**config.mk**
```make
export PLATFORM = sky130hd
export DESIGN_NAME = subleq_loader
export DESIGN_NICKNAME = d
export VERILOG_FILES = /design/src/rtl/subleq_loader.sv
export SDC_FILE = /design/constraint.sdc
export NUM_CORES = 1
export LEC_CHECK = 0
export BUFFER_PORTS_ARGS = -buffer_cell sky130_fd_sc_hd__buf_2
export CORE_ASPECT_RATIO = 0.7
export CORE_UTILIZATION = 55
export DETAILED_ROUTE_END_ITERATION = 10
export HOLD_SLACK_MARGIN = 0.06
export PLACE_DENSITY = 0.83
export SYNTH_ARGS = -nofsm -noshare
export SYNTH_HDL_FRONTEND = slang
export SYNTH_SLANG_ARGS = --single-unit
export TNS_END_PERCENT = 100
```
**constraint.sdc**
```tcl
create_clock -name iClock -period 2.5 [get_ports iClock]
set_input_delay 0.5 -clock iClock [delete_from_list [all_inputs] [get_ports iClock]]
set_output_delay 0.5 -clock iClock [all_outputs]
set_load 0.05 [all_outputs]
```
**src/rtl/subleq_loader.sv**
```systemverilog
// ============================================================================
//  Module      : subleq_loader
//  Description : Byte-stream program loader for the subleq32 core. Takes a
//                16-bit little-endian word count followed by little-endian
//                32-bit words and writes them to program memory from address 0.
//                The core is held in reset except after a successful load.
//                Optional trailing checksum word enabled by the macro
//                SUBLEQ_LOADER_CHECKSUM_EN.
//  Revision    : 1.0 - initial release
// ============================================================================
`default_nettype none

module subleq_loader #(
    parameter int ADDR_W = 13,
    parameter int DEPTH  = 8192
) (
    input  logic              iClock,
    input  logic              iReset,
    input  logic              iStart,
    input  logic [7:0]        iByte,
    input  logic              iByteValid,
    output logic              oByteReady,
    output logic [ADDR_W-1:0] oMemAddress,
    output logic [31:0]       oMemData,
    output logic              oMemWren,
    output logic              oCoreReset,
    output logic              oBusy,
    output logic              oDone,
    output logic              oError,
    output logic [ADDR_W:0]   oWordCount
);

    localparam logic [16:0] c_depth = 17'(DEPTH);

    typedef enum logic [2:0] {
        S_IDLE  = 3'd0,
        S_LEN0  = 3'd1,
        S_LEN1  = 3'd2,
        S_DATA  = 3'd3,
        S_WRITE = 3'd4,
        S_DONE  = 3'd5,
        S_ERROR = 3'd6,
        S_CSUM  = 3'd7
    } state_t;

    state_t            r_state;
    state_t            w_next;
    logic [15:0]       r_len;
    logic [31:0]       r_word;
    logic [1:0]        r_idx;
    logic [ADDR_W:0]   r_count;

    logic              w_accept;
    logic [15:0]       w_len;
    logic              w_len_bad;
    logic [ADDR_W:0]   w_count_inc;
    logic              w_last;
    logic              w_word_end;

`ifdef SUBLEQ_LOADER_CHECKSUM_EN
    logic [31:0]       r_sum;
    logic [31:0]       w_word_full;
    logic              w_sum_ok;
`endif

    assign w_accept    = iByteValid && oByteReady;
    assign w_len       = {iByte, r_len[7:0]};
    assign w_len_bad   = (w_len == 16'd0) || ({1'b0, w_len} > c_depth);
    assign w_count_inc = r_count + 1'b1;
    // Count never exceeds DEPTH, so widening to the header width is lossless.
    assign w_last      = (16'(w_count_inc) == r_len);
    assign w_word_end  = w_accept && (r_idx == 2'd3);

`ifdef SUBLEQ_LOADER_CHECKSUM_EN
    assign w_word_full = {iByte, r_word[23:0]};
    assign w_sum_ok    = ((r_sum + w_word_full) == 32'd0);
`endif

    // Address follows the running count; data is the assembled word.
    assign oMemAddress = r_count[ADDR_W-1:0];
    assign oMemData    = r_word;
    assign oWordCount  = r_count;

    // State register.
    always_ff @(posedge iClock or posedge iReset) begin
        if (iReset) begin
            r_state <= S_IDLE;
        end else begin
            r_state <= w_next;
        end
    end

    // Next-state decode and state-derived outputs.
    always_comb begin
        w_next     = r_state;
        oByteReady = 1'b0;
        oMemWren   = 1'b0;
        oCoreReset = 1'b1;
        oBusy      = 1'b0;
        oDone      = 1'b0;
        oError     = 1'b0;
        case (r_state)
            S_IDLE: begin
                if (iStart) w_next = S_LEN0;
            end
            S_LEN0: begin
                oByteReady = 1'b1;
                oBusy      = 1'b1;
                if (w_accept) w_next = S_LEN1;
            end
            S_LEN1: begin
                oByteReady = 1'b1;
                oBusy      = 1'b1;
                if (w_accept) w_next = w_len_bad ? S_ERROR : S_DATA;
            end
            S_DATA: begin
                oByteReady = 1'b1;
                oBusy      = 1'b1;
                if (w_word_end) w_next = S_WRITE;
            end
            S_WRITE: begin
                oMemWren = 1'b1;
                oBusy    = 1'b1;
`ifdef SUBLEQ_LOADER_CHECKSUM_EN
                w_next   = w_last ? S_CSUM : S_DATA;
`else
                w_next   = w_last ? S_DONE : S_DATA;
`endif
            end
            S_DONE: begin
                oCoreReset = 1'b0;
                oDone      = 1'b1;
                if (iStart) w_next = S_LEN0;
            end
            S_ERROR: begin
                oError = 1'b1;
                if (iStart) w_next = S_LEN0;
            end
            S_CSUM: begin
`ifdef SUBLEQ_LOADER_CHECKSUM_EN
                oByteReady = 1'b1;
                oBusy      = 1'b1;
                if (w_word_end) w_next = w_sum_ok ? S_DONE : S_ERROR;
`else
                w_next = S_IDLE;
`endif
            end
            default: begin
                w_next = S_IDLE;
            end
        endcase
    end

    // Length capture, byte assembly and word counting.
    always_ff @(posedge iClock or posedge iReset) begin
        if (iReset) begin
            r_len   <= 16'd0;
            r_word  <= 32'd0;
            r_idx   <= 2'd0;
            r_count <= '0;
        end else begin
            case (r_state)
                S_IDLE, S_DONE, S_ERROR: begin
                    if (iStart) begin
                        r_idx   <= 2'd0;
                        r_count <= '0;
                    end
                end
                S_LEN0: begin
                    if (w_accept) r_len[7:0] <= iByte;
                end
                S_LEN1: begin
                    if (w_accept) r_len <= w_len;
                end
                S_DATA, S_CSUM: begin
                    if (w_accept) begin
                        r_word[8*r_idx +: 8] <= iByte;
                        r_idx                <= r_idx + 2'd1;
                    end
                end
                S_WRITE: begin
                    r_count <= w_count_inc;
                end
                default: begin
                end
            endcase
        end
    end

`ifdef SUBLEQ_LOADER_CHECKSUM_EN
    // Modulo-2^32 sum of every word written in the current load.
    always_ff @(posedge iClock or posedge iReset) begin
        if (iReset) begin
            r_sum <= 32'd0;
        end else if ((r_state == S_IDLE || r_state == S_DONE || r_state == S_ERROR) && iStart) begin
            r_sum <= 32'd0;
        end else if (r_state == S_WRITE) begin
            r_sum <= r_sum + r_word;
        end
    end
`endif

endmodule

`default_nettype wire
```
== Yosys cells after proc, flatten, opt, wreduce, memory -nomap -nowiden ==
Cells that the tools add are included.
Operators by class
  mux-type cells: 21
  equal/unequal tests: 14
  $add $sub $neg: 3
  $lt $le $gt $ge: 1
  bitwise logic cells: 1
  reductions and logical operators: 17
  shifts and indexed selects: 2
Operator list (number)
  $neg 5->34: 1
  $shift 8x34->32 const A: 1
  $shiftx 8x34->32: 1
  $bwmux 32: 1
  $pmux 14 s2: 1
  $mux 3: 6
  $pmux 3 s6: 1
  $eq 14x16->1: 1
  $gt 16x14->1 const B: 1
  $logic_not 16->1: 1
  $pmux 8 s2: 1
  $add 14x1->14 const B: 1
  $mux 14: 1
  $eq 3x3->1 const B: 4
  $mux 8: 1
  $ne 2x2->1 const B: 4
  $eq 3x2->1 const B: 2
  $mux 1: 6
  $reduce_and 2->1: 3
  $reduce_and 3->1: 2
  $reduce_or 3->1: 2
  $mux 2: 2
  $pmux 2 s2: 1
  $reduce_and 4->1: 1
  other kinds (11): 13
Storage, ports and cells
  word-level logic and storage cells: 65
  output and inout bits: 65
  bits in registers: 67
  input bits: 12

== Depth between registers and ports, before layout ==
  depth after elaboration: 7
  gate-level depth with buffers: 8
  depth with buffers taken out: 7

== Worst setup path after synthesis ==
OpenSTA, ideal clock, no wires.
  path type: register to register
  from: reg r_count[0] (netlist: oWordCount[0])
  to: reg r_state[1]
  buffers on the path: 1
  cell stages (with the launch flop): 9
  slack: 0.103 ns
  library setup time: 0.132 ns
  data arrival time: 2.264 ns
  data required time: 2.368 ns
  clock period less this slack: 2.397 ns
  path through: dfrtp_1 -> ha_1 -> buf_2 -> nand3_1 -> or4_1 -> nand3b_1 -> o2111ai_1 -> nor4_2 -> o21ai_1
On the way
  cells in the longest elaborated chain, start to end: 4
RTL lines
  start: declaration: RTL line 51  | logic [ADDR_W:0] r_count;
  start signal: assignment: RTL line 182  | r_count <= w_count_inc;
  $add 14x1->14: RTL line 69  | assign w_count_inc = r_count + 1'b1;
  $eq 14x16->1: RTL line 71  | assign w_last = (16'(w_count_inc) == r_len);
  $mux 3: RTL line 127  | w_next = w_last ? S_DONE : S_DATA;
  $pmux 3 s6: RTL line 102  | case (r_state)
  end signal: assignment: RTL line 89  | r_state <= w_next;
  end: declaration: RTL line 46  | state_t r_state;
No other way between the ends.
A chain may end at the register's enable or synchronous reset.

== Final worst setup path ==
  from: reg r_count[1] (netlist: oWordCount[1])
  to: reg r_state[1]
Same word-level chain as after synthesis.

==> results.cfg <==
[outcome]
outcome = finished clean

[floorplan]
ioPinCount = 77
fp.dieH_um = 70.2
die-width_um = 99.5
count_of_standard_cell_rows = 24
initial_core_util = 0.577
dieArea_um2 = 6990
fp.coreArea_um2 = 6340

[route]
dr.pass1.iters = 5
drcViolationCount = 0
route.vias.total = 3308
ant_nets = 0
vias_per_instance = 5.85
wire_per_inst_um = 17.0
detailedRoute.firstIterationViolations = 391
finalWirelength_um = 9590

[placed_design]
placedCellCount = 549
pre_cts_ws_ps = 220
port-buffer-count = 76
place.gp.congestion = 0.944
detailed_placement_hpwl_um = 6640

[sta]
final.period_utilization = 0.910
fmaxAchievable_ghz = 0.439
fin_setup_tns_ps = 0
setup_viol_count_final = 0
finalWorstPathRequiredPeriod_ps = 2280
max_slew_margin = 0.539
timing.hold.ws_ps = 200
tightest_slew_ps = 687
final.setup.worst_slack_ps = 225
timing.clock.skew_ps = 8.41
final-hold-violation-count = 0
rsz_0062_raised_after_global_routing = false
report.final.slew_viol_count = 0

[synth]
synthesis_warnings = 0
synth_seq_area_share = 0.458
syn-cell-area_um2 = 3660
yosys.cell_types.count = 51
async_reset_ff_frac = 1.00
mappedNetlistNets = 420
synth-edff-count = 0
ys_ff_latch = 67
yosys_most_used_dff = dfrtp_1
synthesis.area_per_instance_um2 = 9.12
postSynthCellCount = 401

[grt]
grt_usage = 0.294
maximum_number_of_pins_on_one_net_before_global_route_repair = 28
grt_overflow = 0
grt_pass1_vias = 3085
wire_length_of_the_first_global_routing_pass_um = 15700
grt_antenna_before_repair = 0

[setup_path]
critical_path_peak_fanout = 9
critical-path-max-stage-delay_ps = 490
crit_path_end = r_state[1]$_DFFE_PP0P_
required_time_reported_for_the_critical_path_endpoint_ps = 2720
path_cells = ha_2, xor2_1, or4_1, a21oi_1, nand4_1, nor4_2, o21ai_1
critical_path.endpoint_type = flop
slowest_cell_on_the_critical_path = dfrtp_1
worst_r2r_path_depth = 7
timing_worst_setup_path_type = reg -> reg
worstReg2RegEnd = r_state[1]$_DFFE_PP0P_
startpoint_type = flop
reg2reg_setup_slack_ps = 220
r2r_start = oWordCount[1]$_DFFE_PP0P_
worstSetupStartpoint = oWordCount[1]$_DFFE_PP0P_
cp.arrival_ps = 2490

[clocking]
clkSlewWorstSetupHoldPaths_ps = 70
clockBufferDepth = 2
cts_root_buffer = clkbuf_8
clock_sinks = 67
cts_htree_levels = 3
clock_insertion_delay_worst_skew_ps = 340
numCtsBuffers = 9
cts.hold.buffers_added = 0
clock_tree_from_tritoncts = built

[final_layout]
area_growth_pct = 16.9
antenna_cells_inserted = 0
mostFrequentLayoutCells = nand2_1, buf_2, dfrtp_1
final_cell_count_no_fill = 565
layout_commonest_cell = nand2_1
layout-drive-gt1-share = 0.274
postLayoutCoreUtil = 0.675
nets = 488

[pwr]
power_per_cell_area_nw_per_um2 = 1070
leakage_power_summed_over_all_cells_nw = 2.00
vdd_drop_max_mv = 0.727

[worst_hold_path]
hold_path_class = in -> async

[flow_run]
maxCapViolations = 0
==> cell usage after synthesis, drive strengths merged, types with 2 or more instances <==
cell,instances,area (um^2)
a21bo,2,20.0
a21oi,9,45.0
a31oi,3,18.8
and2,3,18.8
and3,5,32.5
and4,5,45.0
buf,22,146
clkbuf,8,30.0
dfrtp,67,1680
ha,7,87.6
inv,10,37.5
mux2,15,169
nand2,86,323
nand2b,2,12.5
nand3,13,70.1
nand3b,3,22.5
nand4,6,37.5
nor2,14,52.6
nor3,6,35.0
nor3b,5,37.5
nor4,7,71.3
o21ai,62,310
o22ai,2,12.5
o31ai,4,30.0
or4,2,15.0
xnor2,14,130
xor2,6,52.6
==> where the power goes <==
part           switching [mW]  leakage [nW]  internal [mW]
combinational            1.26          1.01          0.696
clock                   0.430         0.109          0.559
sequential              0.302         0.890           1.33
==> critical path, delay by kind of cell, from the launching register on <==
kind | cells | cell delay [ps]
flip-flops | 1 | 490
XOR/XNOR | 1 | 150
AND/OR/NAND/NOR | 3 | 930
adder cells (fa/ha/maj) | 1 | 340
AO/OA/AOI/OAI | 2 | 240
==> what timing repair did <==
item                                    in CTS  in global routing
setup buffers                                0                  0
endpoints found under the setup margin       0                  1
resized for setup                            0                  1
==> layout make-up <==
cell class              instances  area [um^2]
fillers                       475         2060
clock inverters                 7         91.3
inverters                      10         37.5
multi-input cells             294         1770
clock buffers                   9          124
well taps                      91          114
repair buffers                 87          463
flip-flops and latches         67         1680
==> layer usage <==
| metal | global-route usage | part of all wire |
|---|---|---|
| met1 | 0.427 | 0.45 |
| met2 | 0.425 | 0.46 |
| met3 | 0.0641 | 0.071 |
| met4 | 0.121 | 0.025 |
| met5 | 0 | 0 |
==> stage by stage <==
step / total power [mW] / cell area [um^2]
2_1_floorplan: 3.08 / 3660
3_3_place_gp: 3.50 / 4060
3_5_place_dp: 3.56 / 4060
4_1_cts: 4.56 / 4270
5_1_grt: 4.82 / 4280
6_report: 4.58 / 4280
==> state kept, by name, summed over array words and instances, names as in the netlist <==
signal,flops
oMemData,32
r_len,16
oWordCount,14
r_state,3
r_idx,2
==> how the worst min path moves through the flow <==
stage	from	end	slack [ps]	depth (start not counted)
after floorplan	r_len[15]$_DFFE_PP0P_	r_len[15]$_DFFE_PP0P_	470	1
after global placement	oMemData[2]$_DFFE_PP0P_	oMemData[2]$_DFFE_PP0P_	460	2
after detailed placement	oMemData[9]$_DFFE_PP0P_	oMemData[9]$_DFFE_PP0P_	470	2
after CTS	iReset	oMemData[27]$_DFFE_PP0P_	210	2
after global routing	iReset	oMemData[26]$_DFFE_PP0P_	260	2
final	iReset	oWordCount[13]$_DFFE_PP0P_	200	2
==> cell families after synthesis <==
kind of cell	count (synthesis)	share of synthesized area
compound gates	93	0.146
xor+xnor	20	0.0499
fa+ha+maj	8	0.0267
buf+inv	40	0.0585
flops	67	0.458
mux	16	0.0489
simple gates	157	0.211
Note: power is estimated with default switching activity, not from simulation.
